## src/rtl/instruction_fetch_unit.sv

```systemverilog
// Instruction fetch front end: drives the synchronous instruction memory
// address, tracks the word currently in flight, and hands fetched words with
// their PC to decode. Decode can stall the stage and branch/jump resolution
// can redirect it. Also counts delivered words and stalled cycles.
module instruction_fetch_unit #(
   parameter logic [31:0] RESET_PC = 32'h0000_0000
) (
   input  logic        clock,
   input  logic        reset,
   input  logic        stall,
   input  logic        redirect_valid,
   input  logic [31:0] redirect_target,
   input  logic [31:0] instruction,
   output logic [31:0] read_address,
   output logic        if_valid,
   output logic [31:0] if_instruction,
   output logic [31:0] if_pc,
   output logic [31:0] fetch_count,
   output logic [31:0] stall_count
);

   typedef enum logic [1:0] {
      IDLE,
      RUN,
      STALL
   } state_t;

   state_t      state_q;
   state_t      state_d;
   logic [31:0] fetch_pc_q;
   logic [31:0] resp_pc_q;
   logic [31:0] target_pc;
   logic        resp_valid;
   logic        unused_target_bits;

   // Word-aligned redirect target; the low two bits never select an address.
   assign target_pc          = {redirect_target[31:2], 2'b00};
   assign unused_target_bits = ^redirect_target[1:0];

   // A word is in flight on the memory output whenever we have left IDLE.
   assign resp_valid = (state_q != IDLE);

   // Memory address: redirect first, then replay the in-flight word while
   // stalled so it is still on the memory output when decode accepts it.
   assign read_address = redirect_valid ? target_pc :
                         (stall && resp_valid) ? resp_pc_q : fetch_pc_q;

   // Fetch state register.
   always_ff @(posedge clock or posedge reset) begin
      if (reset) begin
         state_q <= IDLE;
      end else begin
         state_q <= state_d;
      end
   end

   // Next-state decode: redirect always produces an in-flight word.
   always_comb begin
      state_d = state_q;
      case (state_q)
         IDLE: begin
            if (redirect_valid || !stall) begin
               state_d = RUN;
            end
         end
         RUN: begin
            if (!redirect_valid && stall) begin
               state_d = STALL;
            end
         end
         STALL: begin
            if (redirect_valid || !stall) begin
               state_d = RUN;
            end
         end
         default: begin
            state_d = IDLE;
         end
      endcase
   end

   // PC tracking and output registers; redirect flushes the output.
   always_ff @(posedge clock or posedge reset) begin
      if (reset) begin
         fetch_pc_q     <= RESET_PC;
         resp_pc_q      <= 32'h0;
         if_valid       <= 1'b0;
         if_pc          <= 32'h0;
         if_instruction <= 32'h0;
      end else if (redirect_valid) begin
         if_valid   <= 1'b0;
         resp_pc_q  <= target_pc;
         fetch_pc_q <= target_pc + 32'd4;
      end else if (!stall) begin
         if_valid       <= resp_valid;
         if_pc          <= resp_pc_q;
         if_instruction <= instruction;
         resp_pc_q      <= fetch_pc_q;
         fetch_pc_q     <= fetch_pc_q + 32'd4;
      end
   end

   // Performance counters: words handed to decode and cycles held by stall.
   always_ff @(posedge clock or posedge reset) begin
      if (reset) begin
         fetch_count <= 32'h0;
         stall_count <= 32'h0;
      end else if (!redirect_valid) begin
         if (!stall && resp_valid) begin
            fetch_count <= fetch_count + 32'd1;
         end
         if (stall && if_valid) begin
            stall_count <= stall_count + 32'd1;
         end
      end
   end

endmodule

```

## config.mk

```make
export PLATFORM = sky130hd
export DESIGN_NAME = instruction_fetch_unit
export DESIGN_NICKNAME = d
export VERILOG_FILES = /design/src/rtl/instruction_fetch_unit.sv
export SDC_FILE = /design/constraint.sdc
export NUM_CORES = 1
export LEC_CHECK = 0
export ABC_AREA = 1
export CAP_MARGIN = 30
export CORE_MARGIN = 2
export CORE_UTILIZATION = 51
export CTS_BUF_LIST = sky130_fd_sc_hd__clkbuf_8 sky130_fd_sc_hd__clkbuf_16
export CTS_CLUSTER_SIZE = 10
export DETAILED_ROUTE_END_ITERATION = 8
export PLACE_DENSITY = 0.81
export SYNTH_ARGS = -nofsm -noshare
export SYNTH_HDL_FRONTEND = slang
export SYNTH_SLANG_ARGS = --single-unit
```

## constraint.sdc

```tcl
create_clock -name clock -period 7.4 [get_ports clock]
set_input_delay 0.74 -clock clock [delete_from_list [all_inputs] [get_ports clock]]
set_output_delay 0.74 -clock clock [all_outputs]
set_load 0.03 [all_outputs]
```

==> flow_summary.rst, run 1 <==
.. list-table::
   :header-rows: 1

   * - Metric
     - Value
   * - Result of the run
     - finished clean
   * - Count of hold-fix buffers inserted at cts
     - 0
   * - Mux contribution to synthesized area
     - 0
   * - Via count
     - 9129
   * - Complex-gate fraction of the synthesized area
     - 0.0698
   * - Clock insertion delay at the later pin of the skew report
     - 0.43 ns
   * - Initial Util
     - 0.521
   * - CTS H-tree depth
     - 4
   * - Post-synthesis share of cell area spent on full adders, half adders and majority gates
     - 0.00384
   * - TritonCTS clock tree
     - built
   * - Fraction of layout cells with a size suffix above 1
     - 0.0516
   * - GRT overflow
     - 0
   * - Crit path launch type
     - primary input
   * - Maximum operating frequency
     - 0.192 GHz
   * - Routed wirelength normalized by instance count
     - around 15 um
   * - Peak supply drop
     - between 150 and 200 uV
   * - Unrepaired setup endpoints after global routing
     - false
   * - Library cell with the largest summed area after synthesis
     - sky130_fd_sc_hd__dfrtp_1
   * - Static leakage
     - 0.00617 uW
   * - Number of global-route vias before repair
     - 8797
   * - Final worst clock skew
     - 0.00896 ns
   * - Post-synth top flop
     - sky130_fd_sc_hd__dfrtp_1
   * - Via-to-Cell Ratio
     - 5.23
   * - Maximum clock path buffer count
     - 2
   * - I/O pins
     - between 200 and 250
   * - Sequential area share after synthesis
     - 0.484
   * - Wire length of the first global-routing pass
     - 43400 um
   * - Finish-stage setup viols
     - 0
   * - Total Nets Final
     - 1570
   * - Number of standard-cell rows in the floorplan
     - 50
   * - Fin Hold WS
     - between 0.4 and 0.5 ns
   * - Power density over the cells
     - 233 nW/um^2
   * - Proportion of power drawn by flip-flops and latches
     - 0.416
   * - Die extent in y
     - 142 um
   * - Placeable Area
     - 18800 sq um
   * - CP required
     - 6.66 ns
   * - Post-CTS Resized
     - 0
   * - Relative slew slack
     - 0.345
   * - Global-route usage over all layers
     - 0.269
   * - Share of Yosys cell area claimed by the top area cell type
     - 0.484
   * - Register bit count reported by yosys
     - 189
   * - Internal Power
     - 2010 uW
   * - Synth Area per Inst
     - 7.57 sq um
   * - Setup tns final
     - 0 ns
   * - CTS sink count
     - 189
   * - Portion of the clock cycle consumed by the worst path in the final layout
     - 0.705
   * - Portion of total power attributed to combinational logic
     - 0.255
   * - Category of the worst setup path capture point
     - output port
   * - Quantity of I/O buffers inserted on ports
     - between 200 and 250
   * - Setup Fix Bufs, Post-CTS
     - 0
   * - Pins over their slew limit
     - 0
   * - Combinational family with the most area after synthesis
     - simple AND/OR/NAND/NOR gates
   * - Count of max-cap constraint violations
     - 0
   * - Fraction of synthesized cell area in xor and xnor cells
     - 0.0412
   * - Synthesized area
     - 9770 sq um
   * - Worst path arrival time
     - 4.48 ns
   * - Number of antenna violations at the first check in global routing
     - 1
   * - Area fraction in and, or, nand and nor cells after synthesis
     - 0.329
   * - Number of distinct library cells after synthesis
     - 40
   * - Number of synthesis warnings
     - 0
   * - Number of buffers added by the clock tree synthesis step
     - 17
   * - Number of design-rule violations left by the first detailed-router iteration
     - 734
   * - Pin count of the biggest net entering global routing
     - roughly 100
   * - Hold Fails Final Rpt
     - 0
   * - Switching power share of the total
     - 0.325
   * - Clock root buffer
     - sky130_fd_sc_hd__clkbuf_16
   * - DRC viols
     - 0
   * - Async set or reset register ratio after synthesis
     - 1.00
   * - Post-route core utilization
     - 0.680
   * - Worst hold path class
     - flip-flop to flip-flop
   * - Most frequently used cell type in the post-synthesis netlist
     - sky130_fd_sc_hd__nand2_1
   * - Gpl congestion
     - ~0.9
   * - Detailed-routing iteration count for the pre-antenna-repair pass
     - 6
   * - Number of standard cells after synthesis
     - 1291
   * - Total die area
     - roughly 20000 sq um
   * - Count of flip-flops with a built-in enable after synthesis
     - 0
   * - Biggest area contributors in the synthesized netlist
     - sky130_fd_sc_hd__dfrtp_1 48%, sky130_fd_sc_hd__nand2_1 20%, sky130_fd_sc_hd__inv_1 4.7%
   * - Worst Setup Path Type
     - primary input to output port
   * - Shortest clock period the worst path allows after layout
     - 5.22 ns
   * - Placed wire-length estimate
     - 18900 um
   * - Clock Pin Slew Worst Setup and Hold Paths
     - ~0.060 ns
   * - Total net switching power
     - between 900 and 1000 uW
   * - Clock Power Share
     - 0.330
   * - Final wirelength
     - 26500 um
   * - Post-detailed-route count of antenna-violating nets
     - 0
   * - Peak fanout along the critical path
     - 63
   * - Die width
     - 142 um
   * - Synth-to-Final Area Change
     - 30.6%
   * - Leading cell types by count after synthesis
     - 530 x sky130_fd_sc_hd__nand2_1, 189 x sky130_fd_sc_hd__dfrtp_1, 123 x sky130_fd_sc_hd__inv_1
   * - Least-Margin Pin Slew
     - 0.982 ns
==> per-layer routing <==
metal,wire length (um),GRT usage
met4,691,0.0959
met2,12800,0.449
met1,11300,0.352
met5,0,0
met3,1670,0.0491
==> per-stage QoR <==
| step | power [uW] | instance area, sq um | instances | worst slack, ns |
|---|---|---|---|---|
| after floorplan | 1690 | 9790 | 1294 | 1.52 |
| after global placement | 1990 | 12100 | 1713 | 2.25 |
| after detailed placement | 2010 | 12100 | 1714 | 2.22 |
| after CTS | 2990 | 12800 | 1745 | 2.23 |
| after global routing | 3110 | 12800 | 1745 | 1.94 |
| final | 2980 | 12800 | 1747 | 2.18 |
==> logic make-up (layout without fill, tap and decap cells) <==
kind of cell,count (synthesis),in the layout
compound gates,116,116
other cells,1,6
buf+inv,168,385
xor+xnor,46,46
simple gates,768,768
flops,189,189
fa+ha+maj,3,3
==> worst paths after layout <==
check / startpoint / to / slack [ns] / cells after the start
hold reg to reg: state_q[0] / state_q[0] / 0.47 / 1
max in group asynchronous: reset / if_pc[5] / 5.26 / 4
setup / recovery: stall / read_address[31] / 2.18 / 10
min in group asynchronous: reset / if_instruction[3] / 0.83 / 2
setup reg to reg: if_valid / stall_count[27] / 5.15 / 9
hold / removal: state_q[0] / state_q[0] / 0.47 / 1
==> placed cells by master, fill, tap and decap left out, types with 3 or more instances in the layout <==
cell type                         instances
sky130_fd_sc_hd__nand2_2                 11
sky130_fd_sc_hd__nand2_1                530
sky130_fd_sc_hd__nor3_1                  15
sky130_fd_sc_hd__clkdlybuf4s50_1        221
sky130_fd_sc_hd__nand3b_1                 6
sky130_fd_sc_hd__inv_2                    4
sky130_fd_sc_hd__bufinv_16                4
sky130_fd_sc_hd__o21a_1                   4
sky130_fd_sc_hd__o221ai_1                 4
sky130_fd_sc_hd__nor3_2                   3
sky130_fd_sc_hd__a21oi_1                  7
sky130_fd_sc_hd__dfrtp_1                189
sky130_fd_sc_hd__nand4_1                 16
sky130_fd_sc_hd__conb_1                   4
sky130_fd_sc_hd__clkinvlp_4               3
sky130_fd_sc_hd__a31oi_1                  3
sky130_fd_sc_hd__inv_1                  122
sky130_fd_sc_hd__ha_1                     3
sky130_fd_sc_hd__xor2_1                  31
sky130_fd_sc_hd__nand3_1                 52
sky130_fd_sc_hd__clkbuf_16               17
sky130_fd_sc_hd__nor2_2                  10
sky130_fd_sc_hd__xnor2_1                 15
sky130_fd_sc_hd__nor2_1                 109
sky130_fd_sc_hd__o21ai_0                 75
sky130_fd_sc_hd__a32oi_1                 14
sky130_fd_sc_hd__nor2_4                   7
sky130_fd_sc_hd__buf_4                    3
sky130_fd_sc_hd__clkinv_2                 3
sky130_fd_sc_hd__o211ai_1                 5
==> area by class of cell <==
class                   instances  area, sq um
clock buffers                  18          439
clock inverters                13          188
multi-input cells             937         4360
fillers                      1573         6000
diodes                          2         5.00
flip-flops and latches        189         4730
well taps                     234          293
inverters                     128          489
repair buffers                226         2270
==> critical path: stages <==
cell and delay [ns]:
sky130_fd_sc_hd__clkdlybuf4s50_1 0.57, sky130_fd_sc_hd__inv_2 0.15, sky130_fd_sc_hd__nor2_8 0.61, sky130_fd_sc_hd__inv_2 0.59, sky130_fd_sc_hd__nor2_2 0.38, sky130_fd_sc_hd__inv_2 0.31, sky130_fd_sc_hd__nand2_1 0.12, sky130_fd_sc_hd__o21ai_0 0.14
sky130_fd_sc_hd__nand2_1 0.10, sky130_fd_sc_hd__clkdlybuf4s50_1 0.68
==> registers in the layout, indices dropped and copies added, names as in the netlist <==
register	flops
if_instruction	32
state_q	2
resp_pc_q	30
fetch_pc_q	30
if_valid	1
fetch_count	32
stall_count	32
if_pc	30
==> power groups by stage <==
stage | clock network (uW) | logic, uW | registers (uW)
after floorplan | 0 | 304 | 1390
after global placement | 0 | 743 | 1250
after detailed placement | 0 | 756 | 1250
after CTS | 989 | 763 | 1240
after global routing | 1030 | 823 | 1250
final | 981 | 758 | 1240
(Power assumes the default switching activity.)
==> inputs of run 2 (changes only) <==
Clock period 7.4 ns to 5.39 ns, I/O delays scaled along.
==> run 2 against run 1 <==
Net effect:
- largest cell class unchanged
- worst setup slack worse by 0.44 ns
- clock power up 30%
- routed wire length down 1.2%
- worst hold slack better by 0.0018 ns
- sequential power up 36%
- register-to-register slack worse by 1.9 ns
- global-route usage down 0.63 points
- largest power group unchanged
- non-clock buffer count up 1
==> flow_summary.rst, run 2 (same netlist as run 1, synthesis figures left out) <==
.. list-table::
   :header-rows: 1

   * - Metric
     - Value
   * - Static leakage
     - 0.00616 uW (was 0.00617 uW)
   * - Min setup slack post-route
     - 1.74 ns (was 2.18 ns)
   * - Clock root buffer
     - sky130_fd_sc_hd__clkbuf_16 (unchanged)
   * - Finished Layout Cells
     - 1747 (unchanged)
   * - Portion of the clock cycle consumed by the worst path in the final layout
     - 0.677
   * - Initial Util
     - 0.521 (unchanged)
   * - Placeable Area
     - 18800 sq um (unchanged)
   * - Detailed-routing iteration count for the pre-antenna-repair pass
     - 7 (was 6)
   * - Clock insertion delay at the later pin of the skew report
     - 0.44 ns (was 0.43 ns)
   * - TritonCTS clock tree
     - built (unchanged)
   * - Post-CTS Resized
     - 0 (unchanged)
   * - # fillers
     - 1556 (was 1573)
   * - Layout Cell Area excl Fill
     - 12700 sq um (was 12800 sq um)
   * - CTS sink count
     - 189 (unchanged)
   * - Register area
     - 4730 sq um (unchanged)
   * - Category of the worst setup path capture point
     - output port (unchanged)
   * - Crit path launch type
     - primary input (unchanged)
   * - M1 WL
     - 11100 um (was 11300 um)
   * - Shortest clock period the worst path allows after layout
     - 3.65 ns
   * - Final worst clock skew
     - 0.0105 ns (was 0.00896 ns)
   * - Largest registers ranked by flip-flop count
     - fetch_count: 32 flops, if_instruction: 32 flops, stall_count: 32 flops (unchanged)
   * - Area used by multi-input combinational logic
     - 4360 sq um (unchanged)
   * - Worst slack at placement
     - 1.74 ns (was 2.22 ns)
   * - Source of the worst hold timing path
     - if_instruction[22] (was state_q[0])
   * - Most frequent cells in the layout
     - 530 x sky130_fd_sc_hd__nand2_1, 221 x sky130_fd_sc_hd__clkdlybuf4s50_1, 189 x sky130_fd_sc_hd__dfrtp_1, 122 x sky130_fd_sc_hd__inv_1, 109 x sky130_fd_sc_hd__nor2_1 (unchanged)
   * - Via-to-Cell Ratio
     - 5.19 (was 5.23)
   * - Wire length on met2
     - 12900 um (was 12800 um)
   * - Final wirelength
     - 26200 um (was 26500 um)
   * - Count of hold-fix buffers inserted at cts
     - 0 (unchanged)
   * - DRC viols
     - 0 (unchanged)
   * - Clock Pin Slew Worst Setup and Hold Paths
     - 0.08 ns (was 0.06 ns)
   * - Via count
     - 9062 (was 9129)
   * - Most common library cell in the layout ignoring fill and taps
     - sky130_fd_sc_hd__nand2_1 (unchanged)
   * - Highest metal layer used by the detailed router
     - met5 (was met4)
   * - Wire length of the first global-routing pass
     - 42700 um (was 43400 um)
   * - Met3 Routed Length
     - 1710 um (was 1670 um)
   * - Hold Fails Final Rpt
     - 0 (unchanged)
   * - Power density over the cells
     - 316 nW/um^2 (was 233 nW/um^2)
   * - Diode count
     - 0 (was 2)
   * - Maximum operating frequency
     - between 0.2 and 0.3 GHz
   * - Pin count of the biggest net entering global routing
     - 190 (was 104)
   * - Count of max-cap constraint violations
     - 0 (unchanged)
   * - Post-detailed-route count of antenna-violating nets
     - 0 (unchanged)
   * - Placed wire-length estimate
     - 18600 um (was 18900 um)
   * - Total die area
     - 20300 sq um (unchanged)
   * - Die extent in y
     - 142 um (unchanged)
   * - Launch point of the worst path
     - redirect_valid (was stall)
   * - Number of standard-cell rows in the floorplan
     - 50 (unchanged)
   * - Setup Fix Bufs, Post-CTS
     - 0 (unchanged)
   * - Fraction of layout cells with a size suffix above 1
     - 0.0529 (was 0.0516)
   * - I/O pins
     - 229 (unchanged)
   * - Finish-stage setup viols
     - 0 (unchanged)
   * - CP required
     - 4.85 ns (was 6.66 ns)
   * - Sequence of cells on the critical path
     - buf_2 -> clkinv_2 -> nand2_1 -> nand2_1 -> o21ai_0 -> nand2_1 -> clkdlybuf4s50_1 (was clkdlybuf4s50_1 -> inv_2 -> nor2_8 -> inv_2 -> nor2_2 -> inv_2 -> nand2_1 -> o21ai_0 -> nand2_1 -> clkdlybuf4s50_1)
   * - Reg-to-reg critical path startpoint
     - if_valid (unchanged)
   * - Placed standard-cell area
     - 12100 sq um (about the same)
   * - Placed insts
     - 1715 (was 1714)
   * - Most repeated library cell on the critical path
     - sky130_fd_sc_hd__nand2_1 (was sky130_fd_sc_hd__inv_2)
   * - CP delay by family, top
     - buffers and inverters (unchanged)
   * - Relative slew slack
     - 0.215 (was 0.345)
   * - Least-Margin Pin Slew
     - 1.18 ns (was 0.982 ns)
   * - Worst path arrival time
     - 3.11 ns (was 4.48 ns)
   * - Library cell contributing the largest single delay on the critical path
     - sky130_fd_sc_hd__buf_2 (was sky130_fd_sc_hd__clkdlybuf4s50_1)
   * - Pins over their slew limit
     - 0 (unchanged)
   * - Quantity of I/O buffers inserted on ports
     - 222 (unchanged)
   * - Unrepaired setup endpoints after global routing
     - false (unchanged)
   * - CTS H-tree depth
     - 4 (unchanged)
   * - Biggest cell delay along the critical path
     - 0.66 ns (was 0.68 ns)
   * - Routed wirelength normalized by instance count
     - 15.0 um (was 15.2 um)
   * - Register-to-register setup slack
     - 3.24 ns (was 5.15 ns)
   * - Synth-to-Final Area Change
     - 30.2% (was 30.6%)
   * - Gpl congestion
     - 0.902 (was 0.906)
   * - Worst hold path class
     - flip-flop to flip-flop (unchanged)
   * - Peak fanout along the critical path
     - 36 (was 63)
   * - Worst Setup Path Type
     - primary input to output port (unchanged)
   * - Result of the run
     - finished clean (unchanged)
   * - Die width
     - 142 um (unchanged)
   * - Number of buffers added by the clock tree synthesis step
     - 17 (unchanged)
   * - Setup tns final
     - 0 ns (unchanged)
   * - Number of design-rule violations left by the first detailed-router iteration
     - 755 (was 734)
   * - Global-route usage over all layers
     - 0.262 (was 0.269)
   * - Maximum clock path buffer count
     - 2 (unchanged)
   * - Count of buffering cells on the critical path with inverters included
     - 3 (was 5)
   * - Number of global-route vias before repair
     - 8754 (was 8797)
   * - Total Nets Final
     - 1571 (was 1570)
   * - GRT overflow
     - 0 (unchanged)
   * - Peak supply drop
     - 236 uV (was 168 uV)
   * - Number of antenna violations at the first check in global routing
     - 1 (unchanged)
==> run 2: final cells by class <==
class	instances	area share
clock buffers	17	0.0334
clock inverters	15	0.0133
inverters	128	0.0382
multi-input cells	937	0.342
flip-flops and latches	189	0.372
well taps	234	0.0230
repair buffers	227	0.178
==> run 2: report_power, final <==
part / switching, uW / internal, uW / leakage [uW] / total (uW)
combinational: 646 / 393 / 0.00345 / 1040
clock: 618 / 666 / 0.000292 / 1280
sequential: 116 / 1580 / 0.00242 / 1690
total: 1380 / 2640 / 0.00616 / 4020
==> run 2: per-layer routing <==
layer  global-route usage  vias to the layer above
met1                0.338                     4274
met4               0.0849                        2
met5                    0                        -
li1                     -                     4456
met2                0.442                      286
met3               0.0582                       44
==> run 2: worst min-delay path, cell delays in order (launching register included) <==
cell	delay [ns]
sky130_fd_sc_hd__dfrtp_1	0.35
sky130_fd_sc_hd__nand2_1	0.05
sky130_fd_sc_hd__nand2_1	0.05
==> run 2: path summary, 6_finish.rpt <==
check / end / depth (start not counted)
max: read_address[31] / 7
max reg2reg: stall_count[27] / 9
max in group asynchronous: stall_count[15] / 3
min reg2reg: if_instruction[22] / 2
min in group asynchronous: stall_count[22] / 3
min: if_instruction[22] / 2
==> run 2: metrics by stage <==
| stage | total power, uW | hold WS (ns) | utilization |
|---|---|---|---|
| floorplan | 2320 | 0.442 | - |
| global placement | 2730 | 0.454 | 0.646 |
| detailed placement | 2760 | 0.457 | 0.646 |
| CTS | 4040 | 0.477 | 0.678 |
| global route | 4200 | 0.493 | 0.678 |
| finish | 4020 | 0.473 | 0.678 |
